File: config.mk
export PLATFORM = sky130hd
export DESIGN_NAME = muldiv_unit
export DESIGN_NICKNAME = d
export VERILOG_FILES = /design/src/rtl/muldiv_pkg.sv /design/src/rtl/muldiv_divider.sv /design/src/rtl/muldiv_unit.sv
export SDC_FILE = /design/constraint.sdc
export NUM_CORES = 2
export LEC_CHECK = 0
export CORE_MARGIN = 2
export CORE_UTILIZATION = 53
export CTS_CLUSTER_SIZE = 10
export DETAILED_ROUTE_END_ITERATION = 7
export DONT_BUFFER_PORTS = 1
export PLACE_DENSITY = 0.74
export SYNTH_ARGS = -nofsm -noshare
export SYNTH_HDL_FRONTEND = slang
export SYNTH_SLANG_ARGS = --single-unit
export TNS_END_PERCENT = 20
File: constraint.sdc
create_clock -name clk -period 16.95 [get_ports clk]
set_input_delay 0.8475 -clock clk [delete_from_list [all_inputs] [get_ports clk]]
set_output_delay 0.8475 -clock clk [all_outputs]
set_load 0.02 [all_outputs]
File: src/rtl/muldiv_pkg.sv
// Shared op encodings, FSM state type and op-class helpers for the
// multiply/divide unit.
package muldiv_pkg;

   localparam logic [3:0] OP_MULT  = 4'd0;
   localparam logic [3:0] OP_MULTU = 4'd1;
   localparam logic [3:0] OP_DIV   = 4'd2;
   localparam logic [3:0] OP_DIVU  = 4'd3;
   localparam logic [3:0] OP_MADD  = 4'd4;
   localparam logic [3:0] OP_MADDU = 4'd5;
   localparam logic [3:0] OP_MSUB  = 4'd6;
   localparam logic [3:0] OP_MSUBU = 4'd7;
   localparam logic [3:0] OP_MTHI  = 4'd8;
   localparam logic [3:0] OP_MTLO  = 4'd9;

   typedef enum logic [1:0] {
      ST_IDLE,
      ST_MUL,
      ST_DIV
   } state_t;

   function automatic logic is_mul_op(input logic [3:0] op);
      return (op == OP_MULT) || (op == OP_MULTU) || (op == OP_MADD) ||
             (op == OP_MADDU) || (op == OP_MSUB) || (op == OP_MSUBU);
   endfunction

   function automatic logic is_div_op(input logic [3:0] op);
      return (op == OP_DIV) || (op == OP_DIVU);
   endfunction

   function automatic logic is_signed_op(input logic [3:0] op);
      return (op == OP_MULT) || (op == OP_DIV) || (op == OP_MADD) || (op == OP_MSUB);
   endfunction

   function automatic logic is_acc_op(input logic [3:0] op);
      return (op == OP_MADD) || (op == OP_MADDU) || (op == OP_MSUB) || (op == OP_MSUBU);
   endfunction

   function automatic logic is_sub_op(input logic [3:0] op);
      return (op == OP_MSUB) || (op == OP_MSUBU);
   endfunction

endpackage

File: src/rtl/muldiv_divider.sv
// Unsigned radix-2 restoring divider: one quotient bit per cycle, WIDTH cycles
// after the load edge, with a one-cycle done pulse once the result is stable.
module muldiv_divider #(
   parameter int unsigned WIDTH = 32
) (
   input  logic             clk,
   input  logic             reset,
   input  logic             start,
   input  logic             abort,
   input  logic [WIDTH-1:0] dividend,
   input  logic [WIDTH-1:0] divisor,
   output logic             done,
   output logic [WIDTH-1:0] quotient,
   output logic [WIDTH-1:0] remainder
);

   localparam int unsigned CW = $clog2(WIDTH);

   logic             running;
   logic [CW-1:0]    count;
   logic [WIDTH-1:0] dvsr;
   logic [WIDTH:0]   shifted;
   logic [WIDTH:0]   diff;

   // The quotient register doubles as the dividend shift register.
   assign shifted = {remainder, quotient[WIDTH-1]};
   assign diff    = shifted - {1'b0, dvsr};

   always_ff @(posedge clk) begin
      if (reset) begin
         running   <= 1'b0;
         done      <= 1'b0;
         count     <= '0;
         dvsr      <= '0;
         quotient  <= '0;
         remainder <= '0;
      end else begin
         done <= 1'b0;
         if (start) begin
            running   <= 1'b1;
            count     <= '0;
            dvsr      <= divisor;
            quotient  <= dividend;
            remainder <= '0;
         end else if (abort) begin
            running <= 1'b0;
         end else if (running) begin
            if (diff[WIDTH]) begin
               remainder <= shifted[WIDTH-1:0];
               quotient  <= {quotient[WIDTH-2:0], 1'b0};
            end else begin
               remainder <= diff[WIDTH-1:0];
               quotient  <= {quotient[WIDTH-2:0], 1'b1};
            end
            if (count == CW'(WIDTH - 1)) begin
               running <= 1'b0;
               done    <= 1'b1;
            end else begin
               count <= count + CW'(1);
            end
         end
      end
   end

endmodule

File: src/rtl/muldiv_unit.sv
// HI/LO multiply/divide unit for the execute stage: delayed single-cycle
// multiply (with MADD/MSUB), iterative signed/unsigned divide, MTHI/MTLO.
module muldiv_unit
   import muldiv_pkg::*;
#(
   parameter int unsigned WIDTH      = 32,
   parameter int unsigned MUL_CYCLES = 5
) (
   input  logic             clk,
   input  logic             reset,
   input  logic             start,
   input  logic [3:0]       op,
   input  logic [WIDTH-1:0] a,
   input  logic [WIDTH-1:0] b,
   input  logic             cancel,
   output logic             busy,
   output logic [WIDTH-1:0] hi,
   output logic [WIDTH-1:0] lo
);

   localparam int unsigned MCW = $clog2(MUL_CYCLES + 1);

   state_t             state;
   logic [MCW-1:0]     mul_cnt;
   logic [2*WIDTH-1:0] mul_res;
   logic               div_neg_q;
   logic               div_neg_r;
   logic               div_zero;
   logic               div_ovf;
   logic [WIDTH-1:0]   div_a;

   logic               commit;
   logic               accept;
   logic [WIDTH-1:0]   cm_hi;
   logic [WIDTH-1:0]   cm_lo;
   logic [WIDTH-1:0]   cur_hi;
   logic [WIDTH-1:0]   cur_lo;

   logic               sgn;
   logic [2*WIDTH-1:0] ext_a;
   logic [2*WIDTH-1:0] ext_b;
   logic [2*WIDTH-1:0] prod;
   logic [2*WIDTH-1:0] acc;
   logic [2*WIDTH-1:0] mul_next;

   logic               a_neg;
   logic               b_neg;
   logic [WIDTH-1:0]   a_mag;
   logic [WIDTH-1:0]   b_mag;

   logic               dv_start;
   logic               dv_done;
   logic [WIDTH-1:0]   dv_quot;
   logic [WIDTH-1:0]   dv_rem;

   muldiv_divider #(.WIDTH(WIDTH)) u_divider (
      .clk       (clk),
      .reset     (reset),
      .start     (dv_start),
      .abort     (cancel),
      .dividend  (a_mag),
      .divisor   (b_mag),
      .done      (dv_done),
      .quotient  (dv_quot),
      .remainder (dv_rem)
   );

   assign commit = !cancel &&
                   (((state == ST_MUL) && (mul_cnt == MCW'(MUL_CYCLES))) ||
                    ((state == ST_DIV) && dv_done));

   // A new request is taken on the commit edge as well as in IDLE, so
   // back-to-back ops need no bubble; accumulate ops then see the committed value.
   assign accept = start && !cancel && ((state == ST_IDLE) || commit);

   always_comb begin
      cm_hi = hi;
      cm_lo = lo;
      if (state == ST_MUL) begin
         cm_hi = mul_res[2*WIDTH-1:WIDTH];
         cm_lo = mul_res[WIDTH-1:0];
      end else if (state == ST_DIV) begin
         if (div_zero) begin
            cm_hi = div_a;
            cm_lo = '1;
         end else if (div_ovf) begin
            cm_hi = '0;
            cm_lo = div_a;
         end else begin
            cm_lo = div_neg_q ? -dv_quot : dv_quot;
            cm_hi = div_neg_r ? -dv_rem  : dv_rem;
         end
      end
   end

   assign cur_hi = commit ? cm_hi : hi;
   assign cur_lo = commit ? cm_lo : lo;

   assign sgn   = is_signed_op(op);
   assign ext_a = {{WIDTH{sgn & a[WIDTH-1]}}, a};
   assign ext_b = {{WIDTH{sgn & b[WIDTH-1]}}, b};
   assign prod  = ext_a * ext_b;
   assign acc   = {cur_hi, cur_lo};

   always_comb begin
      mul_next = prod;
      if (is_acc_op(op)) begin
         mul_next = is_sub_op(op) ? (acc - prod) : (acc + prod);
      end
   end

   assign a_neg    = sgn & a[WIDTH-1];
   assign b_neg    = sgn & b[WIDTH-1];
   assign a_mag    = a_neg ? -a : a;
   assign b_mag    = b_neg ? -b : b;
   assign dv_start = accept && is_div_op(op);

   always_ff @(posedge clk) begin
      if (reset) begin
         state     <= ST_IDLE;
         busy      <= 1'b0;
         hi        <= '0;
         lo        <= '0;
         mul_cnt   <= '0;
         mul_res   <= '0;
         div_neg_q <= 1'b0;
         div_neg_r <= 1'b0;
         div_zero  <= 1'b0;
         div_ovf   <= 1'b0;
         div_a     <= '0;
      end else begin
         if (cancel && (state != ST_IDLE)) begin
            state <= ST_IDLE;
            busy  <= 1'b0;
         end else if (commit) begin
            state <= ST_IDLE;
            busy  <= 1'b0;
            hi    <= cm_hi;
            lo    <= cm_lo;
         end else if (state == ST_MUL) begin
            mul_cnt <= mul_cnt + MCW'(1);
         end

         if (accept) begin
            if (is_mul_op(op)) begin
               state   <= ST_MUL;
               busy    <= 1'b1;
               mul_cnt <= MCW'(1);
               mul_res <= mul_next;
            end else if (is_div_op(op)) begin
               state     <= ST_DIV;
               busy      <= 1'b1;
               div_neg_q <= a_neg ^ b_neg;
               div_neg_r <= a_neg;
               div_zero  <= (b == '0);
               div_ovf   <= sgn && (a == {1'b1, {(WIDTH-1){1'b0}}}) && (b == '1);
               div_a     <= a;
            end else if (op == OP_MTHI) begin
               hi <= a;
            end else if (op == OP_MTLO) begin
               lo <= a;
            end
         end
      end
   end

endmodule

# Word level (Yosys, flattened, before mapping)
# Index checks and enable logic that the tools add are counted.
[totals]
ff_bits = 273
input_bits = 72
output_inout_bits = 65
[classes]
add_sub_neg = 9
n_bitwise = 7
eq_ne = 16
n_reduce_logical = 37
multipliers = 1
muxes = 52
[op_table]
columns = ["cell", "n"]
rows = [
  ["32-bit two-way mux", 29],
  ["64-bit two-way mux", 2],
  ["32-bit negator", 4],
  ["64-bit adder", 1],
  ["32-bit equality test, second input constant", 2],
  ["33-bit by 33-bit multiplier with 64-bit output", 1],
  ["64-bit subtractor", 1],
  ["33-bit by 32-bit subtractor with 33-bit output", 1],
  ["32-bit zero test", 1],
  ["4-bit by 3-bit equality test with 1-bit output, second input constant", 4],
  ["1-bit logical OR", 15],
  ["3-bit two-way mux", 5],
  ["1-bit two-way mux", 11],
  ["2-bit two-way mux", 5],
  ["1-bit logical AND", 9],
  ["4-bit by 2-bit equality test with 1-bit output, second input constant", 2],
  ["4-bit equality test, second input constant", 2],
  ["2-bit AND reduction", 3],
  ["3-bit AND reduction", 2],
  ["5-bit by 1-bit adder with 5-bit output, second input constant", 1],
  ["5-bit equality test, second input constant", 1],
  ["4-bit by 1-bit equality test with 1-bit output, second input constant", 1],
  ["4-bit zero test", 1],
  ["1-bit NOT", 4],
  ["12 further kinds", 14],
]

# Logic depth before layout (Yosys ltp)
[depth]
depth_word = 13
ltp_mapped = 49
mapped_depth_nobuf = 45

# Hierarchy
# A second synthesis with hierarchy kept.
[unflattened]
cells_unflattened = 7551
area_unflattened_um2 = 60972.2
[by_module_without_submodules]
columns = ["mod", "instances", "seq_area_each_um2", "cells_each", "area_per_inst_um2"]
rows = [
  ["muldiv_unit", 1, 3403.3, 6720, 54790.0],
  ["muldiv_divider", 1, 2062.0, 831, 6182.2],
]

# Worst setup path after synthesis
# OpenSTA, ideal clock, no wires.
[synth_path]
path_kind = "input port to flip-flop"
from = "input port a[31]"
to = "register mul_res[63]"
path_stages = 42
n_path_buf = 5
setup_ps = 74
required_ps = 16876
path_slack_ps = 4987
t_arrival_ps = 11889
path_cell_list = "clkbuf_1 -> inv_1 -> nor3_1 -> clkbuf_1 -> clkbuf_1 -> nand2_1 -> inv_1 -> fa_1 -> fa_1 -> fa_1 -> inv_1 -> fa_1 -> fa_1 -> fa_1 -> fa_1 -> fa_1 -> inv_1 -> ha_1 -> [... 6 more ...] -> xnor2_1 -> or4b_2 -> nand2b_1 -> nand3b_1 -> or2_4 -> o21ai_1 -> xnor2_1 -> ha_1 -> clkbuf_1 -> nand4_1 -> nor3_1 -> nand2_1 -> o211ai_1 -> o211ai_1 -> xor2_1 -> xnor2_1 -> or3_1 -> a31oi_1"
[synth_between]
elab_chain_len = 5
word_cells_on_any_way = 6
[synth_rtl]
columns = ["item", "line", "rtl"]
rows = [
  ["from (decl)", "muldiv_unit.sv:13", "input logic [WIDTH-1:0] a,"],
  ["1-bit AND", "muldiv_unit.sv:100", "assign ext_a = {{WIDTH{sgn & a[WIDTH-1]}}, a};"],
  ["33-bit by 33-bit multiplier with 64-bit output *", "muldiv_unit.sv:102", "assign prod = ext_a * ext_b;"],
  ["64-bit adder or 64-bit subtractor (tied branches)", "muldiv_unit.sv:108", "mul_next = is_sub_op(op) ? (acc - prod) : (acc + prod);"],
  ["64-bit two-way mux", "muldiv_unit.sv:108", ""],
  ["64-bit two-way mux *", "muldiv_unit.sv:107", "if (is_acc_op(op)) begin"],
  ["to (signal assigned)", "muldiv_unit.sv:149", "mul_res <= mul_next;"],
  ["to (decl)", "muldiv_unit.sv:25", "logic [2*WIDTH-1:0] mul_res;"],
]
# Mark *: on every way between the ends. The rest lies on a longest branch, timed or not.
# A chain may end at the register's enable or synchronous reset.

# Worst setup path after layout
[layout_path]
from = "input port op[0]"
to = "register mul_res[62]"
[layout_between]
elab_chain_len = 9
word_cells_on_any_way = 27
[layout_rtl]
columns = ["item", "line", "rtl"]
rows = [
  ["from (decl)", "muldiv_unit.sv:12", "input logic [3:0] op,"],
  ["4-bit by 2-bit equality test with 1-bit output or 4-bit zero test (tied branches)", "muldiv_pkg.sv:32, muldiv_pkg.sv:23", ""],
  ["1-bit logical OR (3 in series)", "muldiv_pkg.sv:32", "return (op == OP_MULT) || (op == OP_DIV) || (op == OP_MADD) || (op == OP_MSUB);"],
  ["1-bit AND (on tied branches)", "muldiv_unit.sv:100, muldiv_unit.sv:101", ""],
  ["33-bit by 33-bit multiplier with 64-bit output", "muldiv_unit.sv:102", ""],
  ["64-bit adder or 64-bit subtractor (tied branches)", "muldiv_unit.sv:108", ""],
  ["64-bit two-way mux", "muldiv_unit.sv:108", ""],
  ["64-bit two-way mux", "muldiv_unit.sv:107", ""],
]
# Several ways; a longest one is shown, not always the timed one.

==> metrics.yaml <==
grt_pass1_wl_um: 307000
grt.busiest_layer: "met2"
dp_hpwl_um: 148000
grtUsageMet2_pct: 54.8
ctsHoldBuffers: 0
syn-cell-area_um2: 59900
max-slew-margin-rel_pct: 12.1
start_kind: "primary input"
r2r_start: "state[1]$_SDFF_PP0_"
grt_max_degree: 239
synthCells: 7319
ys_ff_latch: 273
cp_slowest_cell: "fa_1"
ios: 137
drc_errors: 0
fmax_mhz: 80.1
criticalPathCategory: "primary input to flip-flop"
hold_viol: 0
holdCritPathClass: "primary input to flip-flop"
mostFrequentLayoutCells: "1,240 x nand2_1, 1,171 x inv_1, 1,127 x fa_1"
start_util_pct: 53.4
cts_num_sinks: 273
ff_latch_area_um2: 5470
viasPerCell: 6.15
slowest_delay_ps: 640
cts_tree: "yes"
dieArea_um2: 116000
postCtsSetupRepairBufs: 0
cts_resized: 0
synth_edf_count: 0
first_pass_iters: 6
drv_slew: 0
postSynthAreaPerCell_um2: 8.18
ys.flop_type: "dfxtp_1"
core-area_um2: 112000
stdcell_area_um2: 61100
outcome: "completed"
wl_per_cell_um: 23.6
die_w_um: 340
reg2reg_to: "mul_res[46]$_SDFFE_PP0P_"
async_flop_share_pct: 0
syn_nets: 8835
rsz0062_at_grt: "no"
place.port_buffers: 0
grtUsageMet1_pct: 44.1
clkTransAtPathRegs_ps: 60
worstMarginPinSlew_ps: 1320
min_path_cells: 1
placed_cells: 8381
cts.path.max_buffers: 3
yosysWarnings: 0
drt_iter0_markers: 5666
path_max_fanout: 25
drv_cap: 0
finalNetCount: 8430
yosysSeqAreaShare_pct: 9.13
ff2ff_setup_slack_ps: 8970
syn_to_final_growth_pct: 2.11
place.gp.congestion: 0.993
fin_crit_ps: 12480
worstRegToRegCells: 23
die_h_um: 340
row_count: 123
layout_commonest_cell: "nand2_1"
drive_above_1_share_pct: 2.01
min_from: "reset"
drtAntennaViolNets: 0
place_area_um2: 60300
fillers: 10246
vias: 51766
skew_ps: 39.4
whs_endpoint: "mul_res[24]$_SDFFE_PP0P_"
fin_cells: 8419
cts-root-buf: "clkbuf_16"
track_usage_pct: 34.4
antenna_found_initial: 13
period_share_pct: 73.6
cp.required_ps: 17400
critPathMostFrequentCell: "fa_1"
multiInputGateArea_um2: 48300
setup_violations: 0
clk_latency_ps: 610
use_met3_pct: 8.29
cts-buffers-inserted: 31
fin_setup_tns_ps: 0
overflow: 0
fin_util_pct: 54.5
cp-end-kind: "flip-flop"
cts.htree.levels: 1
arrival_ps: 12920
grt_pass1_vias: 52648
drt-total-wl_um: 199000
synth_cell_type_count: 89
## Yosys cell counts, drive strengths merged (14+ instances only)
library cell     n  area [um2]
fa            1127       22600
nand3           47         235
nand2b          64         400
xor2           119        1050
o211ai          46         345
o21bai          27         203
nor2           430        1610
a221o           24         240
o22ai           27         169
nand2         1241        4660
nor3           102         515
a211oi          82         621
buf            111         434
or2             18         118
a31oi           23         144
or4             19         158
dfxtp          273        5470
mux2i           22         220
o31ai           46         364
nor2b           24         150
o41ai           14         123
nand4           34         213
inv           1171        4400
a311oi          71         628
o21ai          278        1390
o21a            19         143
and2           286        1790
a21o            60         450
clkbuf         363        1360
nor4            23         150
and3            41         257
xnor2          212        1860
or3             32         200
a21oi          373        1890
ha             317        3970
mux2            16         180
## cell type report
type / count / share of cell area, %
repair buffers: 36 / 0.442
inverters: 1172 / 7.20
well taps: 1500 / 3.07
clock inverters: 1 / 0.0491
multi-input cells: 5400 / 79.0
flip-flops and latches: 273 / 8.94
clock buffers: 33 / 1.30
diodes: 4 / 0.0164
## registers in the layout, indices dropped and copies added, names as in the netlist
signal               flops
div_zero                 1
mul_res                 64
div_a                   32
u_divider.quotient      32
u_divider.count          5
div_neg_q                1
u_divider.remainder     32
div_neg_r                1
div_ovf                  1
lo                      32
u_divider.running        1
u_divider.dvsr          32
busy                     1
mul_cnt                  3
state                    2
hi                      32
u_divider.done           1
## cells by family after synthesis
group | synth area share, %
muxes | 0.669
AOI/OAI and AO/OA | 12.6
and+or+nand+nor | 18.0
adders and majority gates | 44.3
buffers and inverters | 10.4
DFF | 9.13
xor gates and xnor gates | 4.86
## per-layer routing
layer	up-vias	wire (um)
met5	-	74
met4	10	12000
met3	684	23300
met2	3002	90600
met1	25844	73100
li1	22226	-
## worst max-delay path: cells and delay by family
| kind | cells | cell delay, ps |
|---|---|---|
| buf+inv | 4 | 960 |
| compound gates | 14 | 2840 |
| simple gates | 11 | 3030 |
| xor+xnor | 1 | 160 |
| fa+ha+maj | 10 | 5080 |
## worst max-delay path by stage
stage | to | depth (start not counted) | slack [ps] | startpoint
6_report | mul_res[62]$_SDFFE_PP0P_ | 40 | 4470 | op[0]
3_3_place_gp | mul_res[62]$_SDFFE_PP0P_ | 42 | 4240 | op[0]
4_1_cts | mul_res[62]$_SDFFE_PP0P_ | 40 | 4580 | op[0]
3_5_place_dp | mul_res[62]$_SDFFE_PP0P_ | 40 | 4030 | op[0]
2_1_floorplan | mul_res[63]$_SDFFE_PP0P_ | 42 | 4990 | a[31]
5_1_grt | mul_res[62]$_SDFFE_PP0P_ | 42 | 3800 | op[0]
## stage by stage
step | hold WS, ps | setup WS [ps]
after floorplan | 432 | 4990
after global routing | 354 | 3800
after detailed placement | 451 | 4030
after CTS | 345 | 4580
final | 337 | 4470
after global placement | 444 | 4240
Power is left out: the tool's default activity adds up to more than one toggle a clock period on the data nets, which glitch-free logic cannot reach.
